==> config.mk <==
export PLATFORM = sky130hd
export DESIGN_NAME = constraint_eval_pipe
export DESIGN_NICKNAME = d
export VERILOG_FILES = /design/src/rtl/constraint_eval_pipe.sv
export SDC_FILE = /design/constraint.sdc
export NUM_CORES = 1
export LEC_CHECK = 0
export ABC_AREA = 1
export BUFFER_PORTS_ARGS = -buffer_cell sky130_fd_sc_hd__buf_2
export CAP_MARGIN = 20
export CORE_UTILIZATION = 49
export CTS_CLUSTER_SIZE = 30
export DETAILED_ROUTE_END_ITERATION = 8
export PLACE_DENSITY = 0.81
export SLEW_MARGIN = 20
export SYNTH_ARGS = -nofsm -noshare
export SYNTH_HDL_FRONTEND = slang
export SYNTH_SLANG_ARGS = --single-unit
==> constraint.sdc <==
create_clock -name clk -period 1.7 [get_ports clk]
set_clock_uncertainty 0.1 [all_clocks]
set_input_delay 0.085 -clock clk [delete_from_list [all_inputs] [get_ports clk]]
set_output_delay 0.085 -clock clk [all_outputs]
set_load 0.1 [all_outputs]
==> src/rtl/constraint_eval_pipe.sv <==
// ---------------------------------------------------------------------------
// constraint_eval_pipe
//
// Evaluates NCH independent constraint channels on one operand set per cycle.
// Each channel checks its WIDTH-bit operand against a 2-bit mode:
//   00 NONZERO  : operand has at least one bit set
//   01 ZERO     : operand is all zeros
//   10 ALLONES  : operand has every bit set
//   11 TAUT     : always satisfied
// A disabled channel always reports satisfied. The conjunction of all channel
// results is delivered as out_sat. The datapath is a two-register pipeline
// with valid/ready flow control on both sides. Running statistics count the
// results delivered and the satisfied ones, and a sticky flag records that
// any delivered result was unsatisfied.
//
// Ports
//   clk          : clock, all state on the rising edge
//   rst_n        : synchronous active-low reset
//   in_valid     : input operand set valid
//   in_ready     : block accepts the input this cycle
//   in_data      : NCH*WIDTH, channel k operand at [k*WIDTH +: WIDTH]
//   in_mode      : 2*NCH, channel k mode at [2k +: 2]
//   in_en        : NCH, per-channel enable
//   out_valid    : result valid
//   out_ready    : downstream accepts the result
//   out_sat      : AND of all channel results
//   out_ch_sat   : NCH, per-channel results
//   clr          : synchronous clear of the statistics
//   eval_cnt     : CNT_W, results delivered (saturating)
//   sat_cnt      : CNT_W, delivered results with out_sat=1 (saturating)
//   viol_sticky  : a delivered result had out_sat=0
// ---------------------------------------------------------------------------
module constraint_eval_pipe #(
    parameter int WIDTH = 16,
    parameter int NCH   = 4,
    parameter int CNT_W = 16
) (
    input  logic                 clk,
    input  logic                 rst_n,
    input  logic                 in_valid,
    output logic                 in_ready,
    input  logic [NCH*WIDTH-1:0] in_data,
    input  logic [2*NCH-1:0]     in_mode,
    input  logic [NCH-1:0]       in_en,
    output logic                 out_valid,
    input  logic                 out_ready,
    output logic                 out_sat,
    output logic [NCH-1:0]       out_ch_sat,
    input  logic                 clr,
    output logic [CNT_W-1:0]     eval_cnt,
    output logic [CNT_W-1:0]     sat_cnt,
    output logic                 viol_sticky
);

    // Single-channel constraint decode. Mode 11 is a tautology, so it is a
    // plain constant rather than a reduction over the operand.
    function automatic logic eval_chan(input logic [WIDTH-1:0] op,
                                       input logic [1:0]       mode);
        logic r;
        case (mode)
            2'b00:   r = |op;
            2'b01:   r = (op == '0);
            2'b10:   r = &op;
            default: r = 1'b1;
        endcase
        return r;
    endfunction

    // Saturating increment: the counter sticks at all-ones instead of wrapping.
    function automatic logic [CNT_W-1:0] sat_inc(input logic [CNT_W-1:0] c,
                                                 input logic             inc);
        logic [CNT_W-1:0] r;
        r = c;
        if (inc && (c != '1)) begin
            r = c + CNT_W'(1);
        end
        return r;
    endfunction

    logic               adv_p1;
    logic               adv_p2;
    logic [NCH-1:0]     res_p0;
    logic [NCH-1:0]     res_p1;
    logic [NCH-1:0]     en_p1;
    logic               vld_p1;
    logic [NCH-1:0]     ch_sat_p1;
    logic               sat_p1;
    logic [NCH-1:0]     ch_sat_p2;
    logic               sat_p2;
    logic               vld_p2;
    logic               hs_out;

    // Flow control: a stage may load when it is empty or its contents move on.
    // in_ready never looks at in_valid, so there is no combinational loop
    // through an upstream that waits for ready.
    assign adv_p2   = !vld_p2 || out_ready;
    assign adv_p1   = !vld_p1 || adv_p2;
    assign in_ready = adv_p1;

    // ---- p0 -> p1: per-channel decode, each channel on its own slice ----
    always_comb begin
        res_p0 = '0;
        for (int k = 0; k < NCH; k++) begin
            res_p0[k] = eval_chan(in_data[k*WIDTH +: WIDTH], in_mode[2*k +: 2]);
        end
    end

    always_ff @(posedge clk) begin
        if (!rst_n) begin
            vld_p1 <= 1'b0;
        end else if (adv_p1) begin
            vld_p1 <= in_valid;
        end
    end

    always_ff @(posedge clk) begin
        if (adv_p1) begin
            res_p1 <= res_p0;
            en_p1  <= in_en;
        end
    end

    // ---- p1 -> p2: apply enables and form the conjunction ----
    assign ch_sat_p1 = res_p1 | ~en_p1;
    assign sat_p1    = &ch_sat_p1;

    // Result registers are zeroed when an empty slot moves through, so the
    // outputs read 0 whenever out_valid is low.
    always_ff @(posedge clk) begin
        if (!rst_n) begin
            vld_p2    <= 1'b0;
            ch_sat_p2 <= '0;
            sat_p2    <= 1'b0;
        end else if (adv_p2) begin
            vld_p2    <= vld_p1;
            ch_sat_p2 <= vld_p1 ? ch_sat_p1 : '0;
            sat_p2    <= vld_p1 && sat_p1;
        end
    end

    assign out_valid  = vld_p2;
    assign out_ch_sat = ch_sat_p2;
    assign out_sat    = sat_p2;

    // ---- statistics on the output handshake ----
    assign hs_out = vld_p2 && out_ready;

    // clr wins over a same-cycle handshake; that result is delivered but not
    // counted.
    always_ff @(posedge clk) begin
        if (!rst_n || clr) begin
            eval_cnt    <= '0;
            sat_cnt     <= '0;
            viol_sticky <= 1'b0;
        end else if (hs_out) begin
            eval_cnt <= sat_inc(eval_cnt, 1'b1);
            sat_cnt  <= sat_inc(sat_cnt, sat_p2);
            if (!sat_p2) begin
                viol_sticky <= 1'b1;
            end
        end
    end

endmodule

==> impl_metrics.json, run 1 <==
{
  "synth-seq-cells": 48,
  "power_density_mw_per_mm2": 547,
  "period_needed_ns": 1.62,
  "relSlewSlack_pct": 66.4,
  "yosysTopAreaCellShare_pct": 27.1,
  "timing.final.hold_violations": 0,
  "cts_sinks": 48,
  "antenna_found_initial": 0,
  "drive_gt1_share_pct": 33.6,
  "ys_types": 26,
  "grt_pass1_vias": 3058,
  "synth_cells": 466,
  "grt_usage_pct": 23.9,
  "area_growth_pct": 34.4,
  "cp.arrival_ns": 1.72,
  "cts_tree": "built",
  "start_util_pct": 52.3,
  "critPathKind": "flip-flop to flip-flop",
  "routedWlPerCell_um": 11.0,
  "fmax_ghz": 0.617,
  "grt_max_degree": 33,
  "layout.nets": 680,
  "port_buffers": 120,
  "crit_path_end_kind": "flip-flop",
  "synth_area_per_cell_um2": 6.34,
  "synth_top_cell_by_area": "dfxtp_1",
  "clockBufferDepth": 2,
  "cts_htree_levels": 2,
  "drc": 0,
  "hold_path.class": "input pin to flip-flop",
  "core-area_mm2": 0.00564,
  "p_leak_nw": 1.76,
  "ant_nets": 0,
  "ys_top_cells_by_area": "dfxtp_1 (27%), nand2_1 (15%), nor2_1 (14%), edfxtp_1 (8.1%), nand3_1 (6.6%)",
  "slew_violations": 0,
  "gp_congestion": 0.821,
  "ys_seq_area_share_pct": 35.3,
  "synthesis.nets": 549,
  "ys_warn_count": 0,
  "via_per_inst": 5.11,
  "hpwl_um": 5750,
  "status": "finished clean",
  "finish.utilization_pct": 70.3,
  "dieArea_mm2": 0.00634,
  "tightest_slew_ns": 0.508,
  "antenna_cells": 0,
  "multi_input_area_mm2": 0.00172,
  "required_ns": 1.80,
  "place_area_mm2": 0.00377,
  "cp_max_fo": 18,
  "num_vias": 3427,
  "drtIter0Drc": 142,
  "io_pins": 121,
  "ir_drop_mv": 0.380,
  "dieHeight_um": 79.6,
  "nFillCells": 465,
  "drv_cap": 0,
  "min_period_over_period_pct": 95.4,
  "syn_area_mm2": 0.00295,
  "clkTransAtPathRegs_ns": 0.09,
  "drt_wl_total_um": 7340,
  "clk_latency_ns": 0.30,
  "grt-ovfl-total": 0,
  "cts_buffers": 5,
  "grt_pass1_wl_um": 12300,
  "finalInstanceArea_mm2": 0.00397,
  "cp-start-kind": "flip-flop",
  "clock-root-buffer": "clkbuf_8",
  "rsz0062_at_grt": "false",
  "rows": 27,
  "fp.dieW_um": 79.6,
  "drt_pass1_iterations": 4,
  "seqCellArea_mm2": 0.00115,
  "setup_violations": 0
}
final timing paths:
kind                      start             to  slack [ns]  cells past startpoint
hold reg to reg   out_ch_sat[3]  out_ch_sat[3]        0.37                      2
setup reg to reg     sat_cnt[0]    sat_cnt[14]        0.08                     10
setup / recovery     sat_cnt[0]    sat_cnt[14]        0.08                     10
hold / removal            rst_n        out_sat        0.02                      3
final cells by class:
type | instances | area share (%)
clock buffers | 6 | 2.08
well taps | 72 | 2.27
multi-input cells | 359 | 43.4
flip-flops and latches | 48 | 29.1
repair buffers | 131 | 18.0
inverters | 52 | 4.92
clock inverters | 2 | 0.252
cells in the final DEF, fill, tap and decap left out, types with 8 or more instances in the layout:
cell / n
buf_2: 119
nor2_1: 108
nand4_1: 16
nor2_4: 8
a21oi_1: 24
edfxtp_1: 8
nand2_1: 117
nand3_1: 39
inv_1: 51
nor3_1: 10
dfxtp_4: 28
layer usage:
metal	global-route usage [%]	share of wire [%]	vias to the layer above
met2	46.7	53	127
met1	27.0	41	1534
met4	5.09	0.52	0
met5	0	0	-
met3	3.20	5.2	6
li1	-	-	1760
synthesized netlist by cell type:
cell type and instances:
a21boi_0 4, a21oi_1 28, a21oi_2 2, buf_2 5
buf_8 1, clkbuf_8 1, clkinv_1 1, dfxtp_1 40
edfxtp_1 8, ha_1 2, inv_1 51, nand2_1 119
nand2_2 3, nand2_4 1, nand3_1 39, nand3_2 5
nand4_1 16, nand4_2 1, nor2_1 110, nor2_2 5
nor2_4 7, nor3_1 11, o21ai_0 1, o21ai_1 3
xnor2_1 1, xor2_1 1
cell families after synthesis:
kind of cell | Yosys count | synth area share [%]
buffers and inverters | 59 | 8.43
and+or+nand+nor | 317 | 47.8
DFF | 48 | 35.3
xor gates and xnor gates | 2 | 0.593
adders and majority gates | 2 | 0.847
AOI/OAI and AO/OA | 38 | 7.03
sequential cells by signal, summed over array words and instances, names as in the netlist:
name	flops
out_ch_sat	4
out_valid	1
eval_cnt	16
en_p1	4
out_sat	1
res_p1	4
vld_p1	1
sat_cnt	16
viol_sticky	1
power breakdown:
part | switching [W] | leakage (nW) | internal (W) | total (W)
Clock | 0.000381 | 0.0510 | 0.000325 | 0.000706
Combinational | 0.000189 | 1.27 | 0.000129 | 0.000318
Sequential | 0.0000114 | 0.432 | 0.00113 | 0.00115
Total | 0.000581 | 1.76 | 0.00159 | 0.00217
critical path, cell delays in order (launching register included):
cell and delay [ns]:
dfxtp_4 0.38, ha_4 0.14, nand2_2 0.07, nor2_4 0.16, nand2_4 0.09, nor2_4 0.11, nor2_4 0.04, buf_12 0.15
buf_4 0.13, a21oi_2 0.10, nor2_1 0.05
through the flow:
stage                     std cells  setup TNS [ns]  hold slack [ns]  setup slack (ns)  power [W]
after detailed placement        654               0            0.164            0.0167    0.00147
after CTS                       668               0           0.0151           0.00723    0.00218
final                           670               0           0.0192            0.0787    0.00217
after global routing            670               0           0.0512           0.00871    0.00227
after global placement          654               0            0.163            0.0730    0.00147
after floorplan                 466         -0.0872           0.0643           -0.0176    0.00134
timing repair:
item / in CTS / in global routing
hold buffers: 6 / 0
buffers inserted: 0 / 2
setup endpoints to repair: 0 / 26
hold endpoints to repair: 6 / 0
resized for setup: 0 / 5
(Power assumes the default switching activity.)
==> run 2, diff against run 1 <==
CORE_UTILIZATION = 50   (was 49)
MAX_ROUTING_LAYER = met4   (was default)
PLACE_DENSITY = 0.83   (was 0.81)
clock period = 1.9 ns   (was 1.7 ns; I/O delays follow)
==> run 2 against run 1 <==
Non-clock buffer count down 4. First-iteration DRC count increased by 7.7%. Worst setup slack gained 0.11 ns. Count of clock-buffer cells in the layout is 1 higher.
==> impl_metrics.json, run 2 (synthesized netlist as in run 1, its figures left out) <==
{
  "required_ns": 2.00,
  "reg2regPathDepth": 9,
  "slew_violations": 0,
  "status": "finished clean",
  "min_period_over_period_pct": 90.3,
  "slowest_stage": "dfxtp_4",
  "routedWlPerCell_um": 11.0,
  "critPathKind": "flip-flop to flip-flop",
  "fin_cells": 666,
  "via_per_inst": 5.07,
  "area_growth_pct": 30.4,
  "grt-ovfl-total": 0,
  "drt_pass1_iterations": 4,
  "cp_max_fo": 18,
  "drv_cap": 0,
  "cts_htree_levels": 2,
  "drc": 0,
  "cp-start-kind": "flip-flop",
  "timing.final.hold_violations": 0,
  "seqCellArea_mm2": 0.00109,
  "setup_violations": 0,
  "rows": 27,
  "period_needed_ns": 1.72,
  "drt_wl_total_um": 7320,
  "min_from": "out_ready",
  "gp_congestion": 0.880,
  "tns_ns": 0,
  "dieArea_mm2": 0.00622,
  "cp_num_buf_inv": 0,
  "num_vias": 3378,
  "ant_nets": 0,
  "place_area_mm2": 0.00366,
  "hpwl_um": 5630,
  "crit_path_end_kind": "flip-flop",
  "mostFrequentLayoutCell": "buf_2",
  "grt_pass1_wl_um": 12700,
  "fp.dieW_um": 78.9,
  "dp.cells": 652,
  "fmax_ghz": 0.583,
  "r2r_slack_ns": 0.18,
  "cp.arrival_ns": 1.82,
  "min_to": "out_sat",
  "clk_latency_ns": 0.30,
  "cts_buffers": 5,
  "antenna_found_initial": 0,
  "hold_path.class": "input pin to flip-flop",
  "finalInstanceArea_mm2": 0.00385,
  "power_density_mw_per_mm2": 558,
  "cp_cell_sequence": "ha_1 -> nand2_2 -> nor2_4 -> nand2_4 -> nor2_4 -> nor2_4 -> nand3_1 -> nand2_1 -> nor2_1",
  "start_util_pct": 52.7,
  "cts_tree": "built",
  "grt_max_degree": 33,
  "drive_gt1_share_pct": 31.8,
  "final_cell_mix": "buf_2 (120), nand2_1 (118), nor2_1 (108)",
  "multi_input_area_mm2": 0.00168,
  "port_buffers": 120,
  "clock-root-buffer": "clkbuf_8",
  "clkTransAtPathRegs_ns": 0.09,
  "drtIter0Drc": 153,
  "layout.nets": 676,
  "io_pins": 121,
  "cp_common_cell": "nor2_4",
  "relSlewSlack_pct": 66.2,
  "cts_sinks": 48,
  "antenna_cells": 0,
  "grt_pass1_vias": 3097,
  "r2r-start": "sat_cnt[0]",
  "core-area_mm2": 0.00561,
  "path_delay_family": "simple AND/OR/NAND/NOR gates",
  "p_leak_nw": 1.73,
  "worst_path_largest_cell_delay_ns": 0.36,
  "rsz0062_at_grt": "false",
  "tightest_slew_ns": 0.506,
  "nFillCells": 497,
  "grt_usage_pct": 25.6,
  "ir_drop_mv": 0.299,
  "largest_registers": "eval_cnt (16), sat_cnt (16)",
  "dieHeight_um": 78.9,
  "worst_r2r_endpoint": "sat_cnt[7]",
  "hold_path_depth": 4,
  "clockBufferDepth": 2
}
[run 2: repair_timing]
action,in CTS,in global routing
endpoints found under the hold margin,6,0
hold buffers,6,0
setup endpoints to repair,0,1
gates resized for setup,0,1
buffers inserted,0,0
[run 2: final cells by class]
cell class,instances,area share [%]
Multi-Input combinational cell,359,43.5
Sequential cell,48,28.4
Timing Repair Buffer,127,17.4
Inverter,52,5.07
Clock buffer,7,2.53
Tap cell,72,2.34
Clock inverter,1,0.780
[run 2: how the worst max path moves through the flow]
stage                    start          end  slack, ns  depth (start not counted)
floorplan            out_valid     en_p1[0]       0.06                          3
global placement    sat_cnt[0]  sat_cnt[15]       0.27                          9
detailed placement  sat_cnt[0]   sat_cnt[5]       0.21                          9
CTS                  out_valid     in_ready       0.04                          4
global route        sat_cnt[0]  sat_cnt[15]      0.004                          9
finish              sat_cnt[0]   sat_cnt[7]       0.18                          9
[run 2: power breakdown]
part	internal (W)	switching, W
sequential	0.00105	0.00000979
combinational	0.000110	0.000171
clock	0.000473	0.000336
[run 2: layer usage]
layer	vias up	GRT usage [%]	wire length, µm
met2	109	48.9	3810
met5	-	-	0
li1	1751	-	-
met4	0	7.27	78
met1	1511	27.8	3120
met3	7	2.76	305
[run 2: worst reg2reg max path, stage by stage (launching register included)]
cell	delay, ns
dfxtp_4	0.36
ha_1	0.23
nand2_2	0.09
nor2_4	0.05
nand2_4	0.09
nor2_4	0.05
nor2_4	0.36
nand3_1	0.16
nand2_1	0.09
nor2_1	0.04
[run 2: through the flow]
step | setup slack [ns] | utilization, % | power, W | hold WS, ns
final | 0.185 | 68.7 | 0.00215 | 0.0350
after global routing | 0.00384 | 68.7 | 0.00224 | 0.0446
after CTS | 0.0446 | 68.6 | 0.00216 | 0.0355
after detailed placement | 0.212 | 65.3 | 0.00135 | 0.173
after global placement | 0.266 | 65.3 | 0.00134 | 0.173
after floorplan | 0.0572 | - | 0.00123 | 0.0743
